**src/rtl/loader_pkg.sv**
```systemverilog
// rtl/loader_pkg.sv - shared state encoding and protocol constants for the imem loader
package loader_pkg;

  localparam logic [2:0] S_IDLE  = 3'd0;
  localparam logic [2:0] S_LEN0  = 3'd1;
  localparam logic [2:0] S_LEN1  = 3'd2;
  localparam logic [2:0] S_DATA  = 3'd3;
  localparam logic [2:0] S_CKSUM = 3'd4;
  localparam logic [2:0] S_DONE  = 3'd5;
  localparam logic [2:0] S_ERR   = 3'd6;
  localparam logic [2:0] S_ACK   = 3'd7;

  localparam logic [7:0] SYNC_BYTE = 8'hA5;
  localparam logic [7:0] ACK_OK    = 8'h06;
  localparam logic [7:0] ACK_ERR   = 8'h15;

  // States in which a frame is being received and the idle timer runs.
  function automatic logic frame_state(input logic [2:0] s);
    return (s == S_LEN0) || (s == S_LEN1) || (s == S_DATA) || (s == S_CKSUM);
  endfunction

endpackage

```
**src/rtl/loader_timeout.sv**
```systemverilog
// rtl/loader_timeout.sv - inter-byte idle counter with clear and expiry
module loader_timeout #(
  parameter int TIMEOUT_CYCLES = 1000000
) (
  input  logic clk,
  input  logic reset,
  input  logic active,
  input  logic clear,
  output logic expire
);

  localparam logic [23:0] LAST = 24'(TIMEOUT_CYCLES - 1);

  logic [23:0] count;

  // A byte arriving on the expiry cycle wins over the timeout.
  assign expire = active && !clear && (count == LAST);

  always_ff @(posedge clk) begin
    if (reset || !active || clear) begin
      count <= '0;
    end else begin
      count <= count + 24'd1;
    end
  end

endmodule

```
**src/rtl/imem_loader.sv**
```systemverilog
// rtl/imem_loader.sv - UART framed instruction-memory loader with checksum and ack
module imem_loader
  import loader_pkg::*;
#(
  parameter int         IMEM_WORDS     = 64,
  parameter int         TIMEOUT_CYCLES = 1000000,
  parameter logic [7:0] SYNC_BYTE      = loader_pkg::SYNC_BYTE
) (
  input  logic        CLK,
  input  logic        reset,
  input  logic [7:0]  rx_data,
  input  logic        rx_valid,
  output logic        imem_WE,
  output logic [31:0] imem_A,
  output logic [31:0] imem_WD,
  output logic        cpu_stall,
  output logic        cpu_reset,
  output logic        ack_valid,
  output logic [7:0]  ack_data,
  input  logic        ack_ready,
  output logic        load_done,
  output logic        load_err
);

  localparam logic [16:0] MAX_WORDS = 17'(IMEM_WORDS);

  logic [2:0]  state;
  logic [7:0]  len_lo;
  logic [15:0] n_words;
  logic [15:0] word_idx;
  logic [1:0]  byte_idx;
  logic [7:0]  cksum;
  logic        expire;
  logic        in_frame;
  logic [15:0] len_rx;
  logic        len_bad;

  assign in_frame = frame_state(state);
  assign len_rx   = {rx_data, len_lo};
  assign len_bad  = (len_rx == 16'd0) || ({1'b0, len_rx} > MAX_WORDS);

  loader_timeout #(
    .TIMEOUT_CYCLES(TIMEOUT_CYCLES)
  ) u_timeout (
    .clk   (CLK),
    .reset (reset),
    .active(in_frame),
    .clear (rx_valid),
    .expire(expire)
  );

  always_ff @(posedge CLK) begin
    if (reset) begin
      state     <= S_IDLE;
      len_lo    <= '0;
      n_words   <= '0;
      word_idx  <= '0;
      byte_idx  <= '0;
      cksum     <= '0;
      imem_WE   <= 1'b0;
      imem_A    <= '0;
      imem_WD   <= '0;
      cpu_stall <= 1'b0;
      cpu_reset <= 1'b0;
      ack_valid <= 1'b0;
      ack_data  <= '0;
      load_done <= 1'b0;
      load_err  <= 1'b0;
    end else begin
      imem_WE   <= 1'b0;
      cpu_reset <= 1'b0;
      if (expire) begin
        state    <= S_ERR;
        load_err <= 1'b1;
      end else begin
        case (state)
          S_IDLE: begin
            if (rx_valid && rx_data == SYNC_BYTE) begin
              state     <= S_LEN0;
              cpu_stall <= 1'b1;
              load_done <= 1'b0;
              load_err  <= 1'b0;
              word_idx  <= '0;
              byte_idx  <= '0;
              cksum     <= '0;
            end
          end
          S_LEN0: begin
            if (rx_valid) begin
              len_lo <= rx_data;
              state  <= S_LEN1;
            end
          end
          S_LEN1: begin
            if (rx_valid) begin
              n_words <= len_rx;
              if (len_bad) begin
                state    <= S_ERR;
                load_err <= 1'b1;
              end else begin
                state <= S_DATA;
              end
            end
          end
          S_DATA: begin
            if (rx_valid) begin
              imem_WD[8*byte_idx +: 8] <= rx_data;
              cksum    <= cksum ^ rx_data;
              byte_idx <= byte_idx + 2'd1;
              // The final lane lands in imem_WD on the same edge the strobe rises.
              if (byte_idx == 2'd3) begin
                imem_WE  <= 1'b1;
                imem_A   <= {14'd0, word_idx, 2'b00};
                word_idx <= word_idx + 16'd1;
                if (word_idx == n_words - 16'd1) begin
                  state <= S_CKSUM;
                end
              end
            end
          end
          S_CKSUM: begin
            if (rx_valid) begin
              if (rx_data == cksum) begin
                state     <= S_DONE;
                cpu_reset <= 1'b1;
                load_done <= 1'b1;
              end else begin
                state    <= S_ERR;
                load_err <= 1'b1;
              end
            end
          end
          S_DONE: begin
            state     <= S_ACK;
            cpu_stall <= 1'b0;
            ack_valid <= 1'b1;
            ack_data  <= ACK_OK;
          end
          S_ERR: begin
            state     <= S_ACK;
            cpu_stall <= 1'b0;
            ack_valid <= 1'b1;
            ack_data  <= ACK_ERR;
          end
          S_ACK: begin
            if (ack_ready) begin
              ack_valid <= 1'b0;
              state     <= S_IDLE;
            end
          end
          default: state <= S_IDLE;
        endcase
      end
    end
  end

endmodule

```
**config.mk**
```make
export PLATFORM = sky130hd
export DESIGN_NAME = imem_loader
export DESIGN_NICKNAME = d
export VERILOG_FILES = /design/src/rtl/loader_pkg.sv /design/src/rtl/loader_timeout.sv /design/src/rtl/imem_loader.sv
export SDC_FILE = /design/constraint.sdc
export NUM_CORES = 1
export LEC_CHECK = 0
export BUFFER_PORTS_ARGS = -buffer_cell sky130_fd_sc_hd__buf_2
export CAP_MARGIN = 20
export CORE_ASPECT_RATIO = 0.7
export CORE_UTILIZATION = 40
export DETAILED_ROUTE_END_ITERATION = 10
export HOLD_SLACK_MARGIN = 0.12
export PLACE_DENSITY = 0.66
export SKIP_LAST_GASP = 1
export SYNTH_ARGS = -nofsm -noshare
export SYNTH_HDL_FRONTEND = slang
export SYNTH_HIERARCHICAL = 1
export SYNTH_SLANG_ARGS = --single-unit
```
**constraint.sdc**
```tcl
create_clock -name CLK -period 3.05 [get_ports CLK]
set_clock_uncertainty 0.15 [all_clocks]
set_input_delay 0.1525 -clock CLK [delete_from_list [all_inputs] [get_ports CLK]]
set_output_delay 0.1525 -clock CLK [all_outputs]
set_load 0.02 [all_outputs]
```
# After elaboration in Yosys (flattened, before gate mapping)
# Cells that the tools add are included.
[word_totals] ff_bits=139 in_bits=12 output_inout_bits=78 elab_cells=137
[op_classes] n_addsub=5 magnitude_cmp=1 eq_ne=31 n_shift=2 n_mux=40 bitwise=5 reduce_logical=36
[ops] operator="16-bit two-way mux" n=3
[ops] operator="5-bit negator with 34-bit output" n=1
[ops] operator="8-bit by 34-bit variable shift with 32-bit output, first input constant" n=1
[ops] operator="8-bit by 34-bit indexed part select with 32-bit output" n=1
[ops] operator="32-bit bitwise mux" n=1
[ops] operator="16-bit one-hot mux with 2 select lines" n=1
[ops] operator="8-bit one-hot mux with 2 select lines" n=2
[ops] operator="3-bit two-way mux" n=10
[ops] operator="24-bit by 1-bit adder with 24-bit output, second input constant" n=1
[ops] operator="24-bit by 20-bit equality test with 1-bit output, second input constant" n=1
[ops] operator="3-bit inequality test, second input constant" n=8
[ops] operator="3-bit one-hot mux with 7 select lines" n=1
[ops] operator="16-bit by 1-bit adder with 16-bit output, second input constant" n=1
[ops] operator="16-bit equality test" n=1
[ops] operator="16-bit by 7-bit greater-than comparator with 1-bit output, second input constant" n=1
[ops] operator="16-bit zero test" n=1
[ops] operator="8-bit two-way mux" n=2
[ops] operator="8-bit AND reduction" n=2
[ops] operator="16-bit by 1-bit subtractor with 16-bit output, second input constant" n=1
[ops] operator="3-bit AND reduction" n=5
[ops] operator="3-bit equality test, second input constant" n=4
[ops] operator="1-bit two-way mux" n=12
[ops] operator="2-bit inequality test, second input constant" n=6
[ops] operator="5-bit AND reduction" n=2
[ops] operator="other kinds (25)" n=51

# Logic depth before layout (Yosys ltp)
[logic_depth] ltp_word=8 depth_mapped=14 depth_no_buf=11

# Hierarchy
# Netlist, hierarchy kept.
[by_module_without_submodules] module="imem_loader" instances=1 cells_per_inst=691 area_each_um2=5370.2
[by_module_without_submodules] module="loader_timeout" instances=1 cells_per_inst=133 area_each_um2=1153.6

# Worst setup path after synthesis
# OpenSTA, ideal clock, no wires.
[synth_path] kind="register to register" start="register state[2]" end="register imem_A[17]" setup_time_ps=132 arrival_ps=2871 t_required_ps=2768 setup_slack_ps=-103 stages_incl_launch_ff=15 synth_period_minus_slack_ps=3153 cell_sequence="dfxtp_1 -> clkbuf_1 -> buf_1 -> xnor2_1 -> nor4bb_1 -> nand4_1 -> nor3_1 -> nand2b_1 -> nor2_1 -> clkbuf_1 -> and2_1 -> clkbuf_1 -> buf_1 -> nand2_1 -> a21oi_1"
[synth_between] elab_chain_cells=8 word_cells_on_any_way=11
[synth_lines] item="from (decl)" line="imem_loader.sv:27" rtl="logic [2:0] state;"
[synth_lines] item="from (signal assigned)" line="imem_loader.sv:54" rtl="state <= S_IDLE;"
[synth_lines] item="from (signal assigned)" line="imem_loader.sv:73" rtl="state <= S_ERR;"
[synth_lines] item="from (signal assigned)" line="imem_loader.sv:79" rtl="state <= S_LEN0;"
[synth_lines] item="3-bit by 1-bit equality test with 1-bit output or 3-bit by 2-bit equality test with 1-bit output (tied branches)" line="loader_pkg.sv:19" rtl="return (s == S_LEN0) || (s == S_LEN1) || (s == S_DATA) || (s == S_CKSUM);"
[synth_lines] item="1-bit logical OR (2 in series)" line="loader_pkg.sv:19"
[synth_lines] item="1-bit logical OR (*)" line="loader_pkg.sv:19"
[synth_lines] item="via in_frame" line="imem_loader.sv:34" rtl="logic in_frame;"
[synth_lines] item="1-bit logical AND (*) (2 in series)" line="loader_timeout.sv:17" rtl="assign expire = active && !clear && (count == LAST);"
[synth_lines] item="via expire" line="imem_loader.sv:33" rtl="logic expire;"
[synth_lines] item="1-bit inverter (no source line) (*)"
[synth_lines] item="4-bit AND reduction (no source line) (*)"
[synth_lines] item="to (signal assigned)" line="imem_loader.sv:113" rtl="imem_A <= {14'd0, word_idx, 2'b00};"
[synth_lines] item="to (decl)" line="imem_loader.sv:14" rtl="output logic [31:0] imem_A,"
# The timed path passes the listed nets; every way through them passes the cells marked *.
# A chain may end at the register's enable or synchronous reset.

# Worst setup path after layout
[layout_path] start="input port rx_data[1]" end="register byte_idx[1]"
[layout_between] elab_chain_cells=4
[layout_lines] item="from (decl)" line="imem_loader.sv:11" rtl="input logic [7:0] rx_data,"
[layout_lines] item="8-bit equality test" line="imem_loader.sv:78" rtl="if (rx_valid && rx_data == SYNC_BYTE) begin"
[layout_lines] item="1-bit logical AND" line="imem_loader.sv:78"
[layout_lines] item="2-bit inequality test (no source line)"
[layout_lines] item="4-bit AND reduction (no source line)"
[layout_lines] item="to (signal assigned)" line="imem_loader.sv:109" rtl="byte_idx <= byte_idx + 2'd1;"
[layout_lines] item="to (decl)" line="imem_loader.sv:31" rtl="logic [1:0] byte_idx;"
# No other way between the ends.

==> out/metrics.csv <==
metric;value;unit
yosys warns;6;
CP max stage delay;580;ps
clock slew seen by the registers of the worst setup and hold paths;60;ps
Initial Util;41.45;%
design area;7802;um^2
worst hold path type;in -> reg;
gpl congestion;0.8491;
growth of design area from synthesis to finish;19.60;%
Placement Rows;38;
reg-to-reg setup timing slack;260;ps
port bufs;69;
post-route minimum period;2875;ps
Synth Instances;824;
Core Area;15740;um^2
drt drc;0;
crit path kind;in -> reg;
routed vias;6019;
Worst path slowest cell;or4_4;
asr flop ratio synth;0;%
RSZ-0062 raised after global routing;no;
post-synthesis sequential area ratio;41.12;%
NumNets Final;926;
GR Util All Layers;21.27;%
Max Fclk;347.8;MHz
Die Area;16830;um^2
Tcrit/Tclk final;94.26;%
CP arrival;3060;ps
final slew viol count;0;
Hold Violations, Final;0;
DP Cell Count;1096;
Slew @ Worst Pin;937.9;ps
die extent in x;154.6;um
Root Buffer Master;clkbuf_16;
Max VDD drop;0.3745;mV
# IOs;90;
P per Cell Area;627.4;nW/um^2
# clock sinks;134;
max_cap viols;0;
Num CTS Buffers;17;
static leakage;0.002890;uW
Mapped Avg Cell Area;7.917;um^2
Worst setup EP type;flop;
Required @ worst endpoint;3230;ps
CTS H-tree lvls;4;
# setup viols final;0;
Post-DP Area;7121;um^2
worst-path maximum fanout;11;
Setup TNS;0;ps
share of cells above drive strength 1;16.88;%
Slew headroom;37.47;%
synthesized cell area;6524;um^2
status;completed;
initial antenna violation count;0;
DP HPWL;11.56;mm
final worst-path setup slack;175.0;ps
Diodes inserted;0;
worst skew pair latency;410;ps
CTS tree;done;
WL/cell;15.02;um
total gr overflow;0;
post-synthesis register bit count;134;
vias in the first global route;5477;
Post-DRT Antenna Nets;0;
Finished Layout Cells;1138;
drt via density;5.289;
Clock Path Buffers;2;
number of synthesized flops with an enable pin;0;
drt pass-1 iters;5;
pin count of the biggest net entering global routing;90;
Place WS;52.75;ps
Synth cell types;64;
routed wire length;17.09;mm
Post-synth top flop;dfxtp_1;
critical path, cell by cell;dlygate4sd3_1 > buf_2 > or4_4 > or3_4 > or4_1 > nor2b_2 > or3b_1 > a21oi_1;
startpoint types;input port;
initial drt markers;509;
die height;108.9;um
first-pass GRT wire length;28.51;mm
## metal layers
metal	GRT usage, %	up-vias	wire [um]
li1	-	3006	-
met1	31.67	2783	8812
met2	31.12	217	6938
met3	4.372	13	1250
met4	4.950	0	87
met5	0	-	0
## worst max-delay path, delay by kind of cell
kind	cells	cell delay, ps
and+or+nand+nor	5	2090
buffers and inverters	2	660
AOI/OAI and AO/OA	1	140
## cell usage after synthesis, types with 11 or more instances
| cell | number | share of area, % |
|---|---|---|
| a21oi_1 | 98 | 7.5 |
| buf_4 | 22 | 2.5 |
| clkbuf_1 | 40 | 2.3 |
| dfxtp_1 | 134 | 41 |
| inv_1 | 12 | 0.69 |
| mux2i_1 | 11 | 1.7 |
| nand2_1 | 129 | 7.4 |
| nand3_1 | 45 | 3.5 |
| nand4_1 | 22 | 2.1 |
| nor2_1 | 72 | 4.1 |
| nor3_1 | 18 | 1.4 |
| nor4_1 | 15 | 1.4 |
| o21ai_0 | 27 | 2.1 |
| or3_1 | 13 | 1.2 |
| xnor2_1 | 31 | 4.2 |
| xor2_1 | 21 | 2.8 |
## cells by family (layout without fill, tap and decap cells)
group / Yosys count / count (layout) / synth area share (%)
buffers and inverters: 84 / 159 / 6.291
and+or+nand+nor: 376 / 376 / 28.48
other: 1 / 20 / 0.05748
AOI/OAI and AO/OA: 156 / 156 / 13.48
DFF: 134 / 134 / 41.12
xor gates and xnor gates: 52 / 52 / 6.981
adders and majority gates: 9 / 9 / 1.726
muxes: 12 / 12 / 1.860
## state kept, by name (all words and copies together) (netlist names), 2 cells and up
name	cells
len_lo	8
u_timeout/count	24
ack_data	3
imem_WD	32
state	3
word_idx	16
imem_A	16
cksum	8
byte_idx	2
n_words	16
## final cells by class
type / instances / area (um^2)
timing repair buffer: 115 / 715.7
clock buffer: 18 / 429.2
inverter: 12 / 45.04
sequential: 134 / 2683
tap: 220 / 275.3
multi-input combinational: 625 / 3518
fill: 1535 / 7935
clock inverter: 14 / 136.4
## worst paths after layout
path / startpoint / cells after the start / to
setup / recovery: rx_data[1] / 8 / byte_idx[1]$_SDFFE_PP0P_
hold / removal: rx_valid / 4 / cpu_reset$_SDFF_PP0_
setup reg to reg: n_words[7]$_SDFFE_PP0P_ / 6 / state[1]$_SDFFE_PP0P_
hold reg to reg: imem_WD[24]$_SDFFE_PP0P_ / 2 / imem_WD[24]$_SDFFE_PP0P_
## placed cells by master (no fill, tap or decap), drive strengths merged, types with 5 or more instances in the layout
cell,count
mux2i,11
nor3b,7
nand2,129
nand4,23
nor2,72
and4,6
a21oi,98
dlygate4sd3,10
clkbuf,18
nor3,18
ha,9
and2,9
dfxtp,134
xor2,21
xnor2,31
or4,5
or3,15
conb,20
nand3b,8
nand3,46
inv,19
buf,105
o21ai,27
nand2b,5
nor4,15
## repair_timing
action,CTS,global route
endpoints found under the hold margin,62,0
gates resized for setup,1,3
setup endpoints to repair,9,48
hold buffers,10,0
setup buffers,0,0
## report_power, final
group	switching [uW]	internal, uW
clock network	884	1080
registers	59.1	1820
logic	664	389
total	1610	3290
## through the flow
step	utilization, %	hold WS, ps	power (uW)
after floorplan	-	167.0	2659
after global placement	45.25	286.1	2930
after detailed placement	45.25	293.1	2931
after CTS	49.49	143.1	4909
after global routing	49.58	122.8	5122
final	49.58	106.0	4895
(Power assumes the default switching activity.)
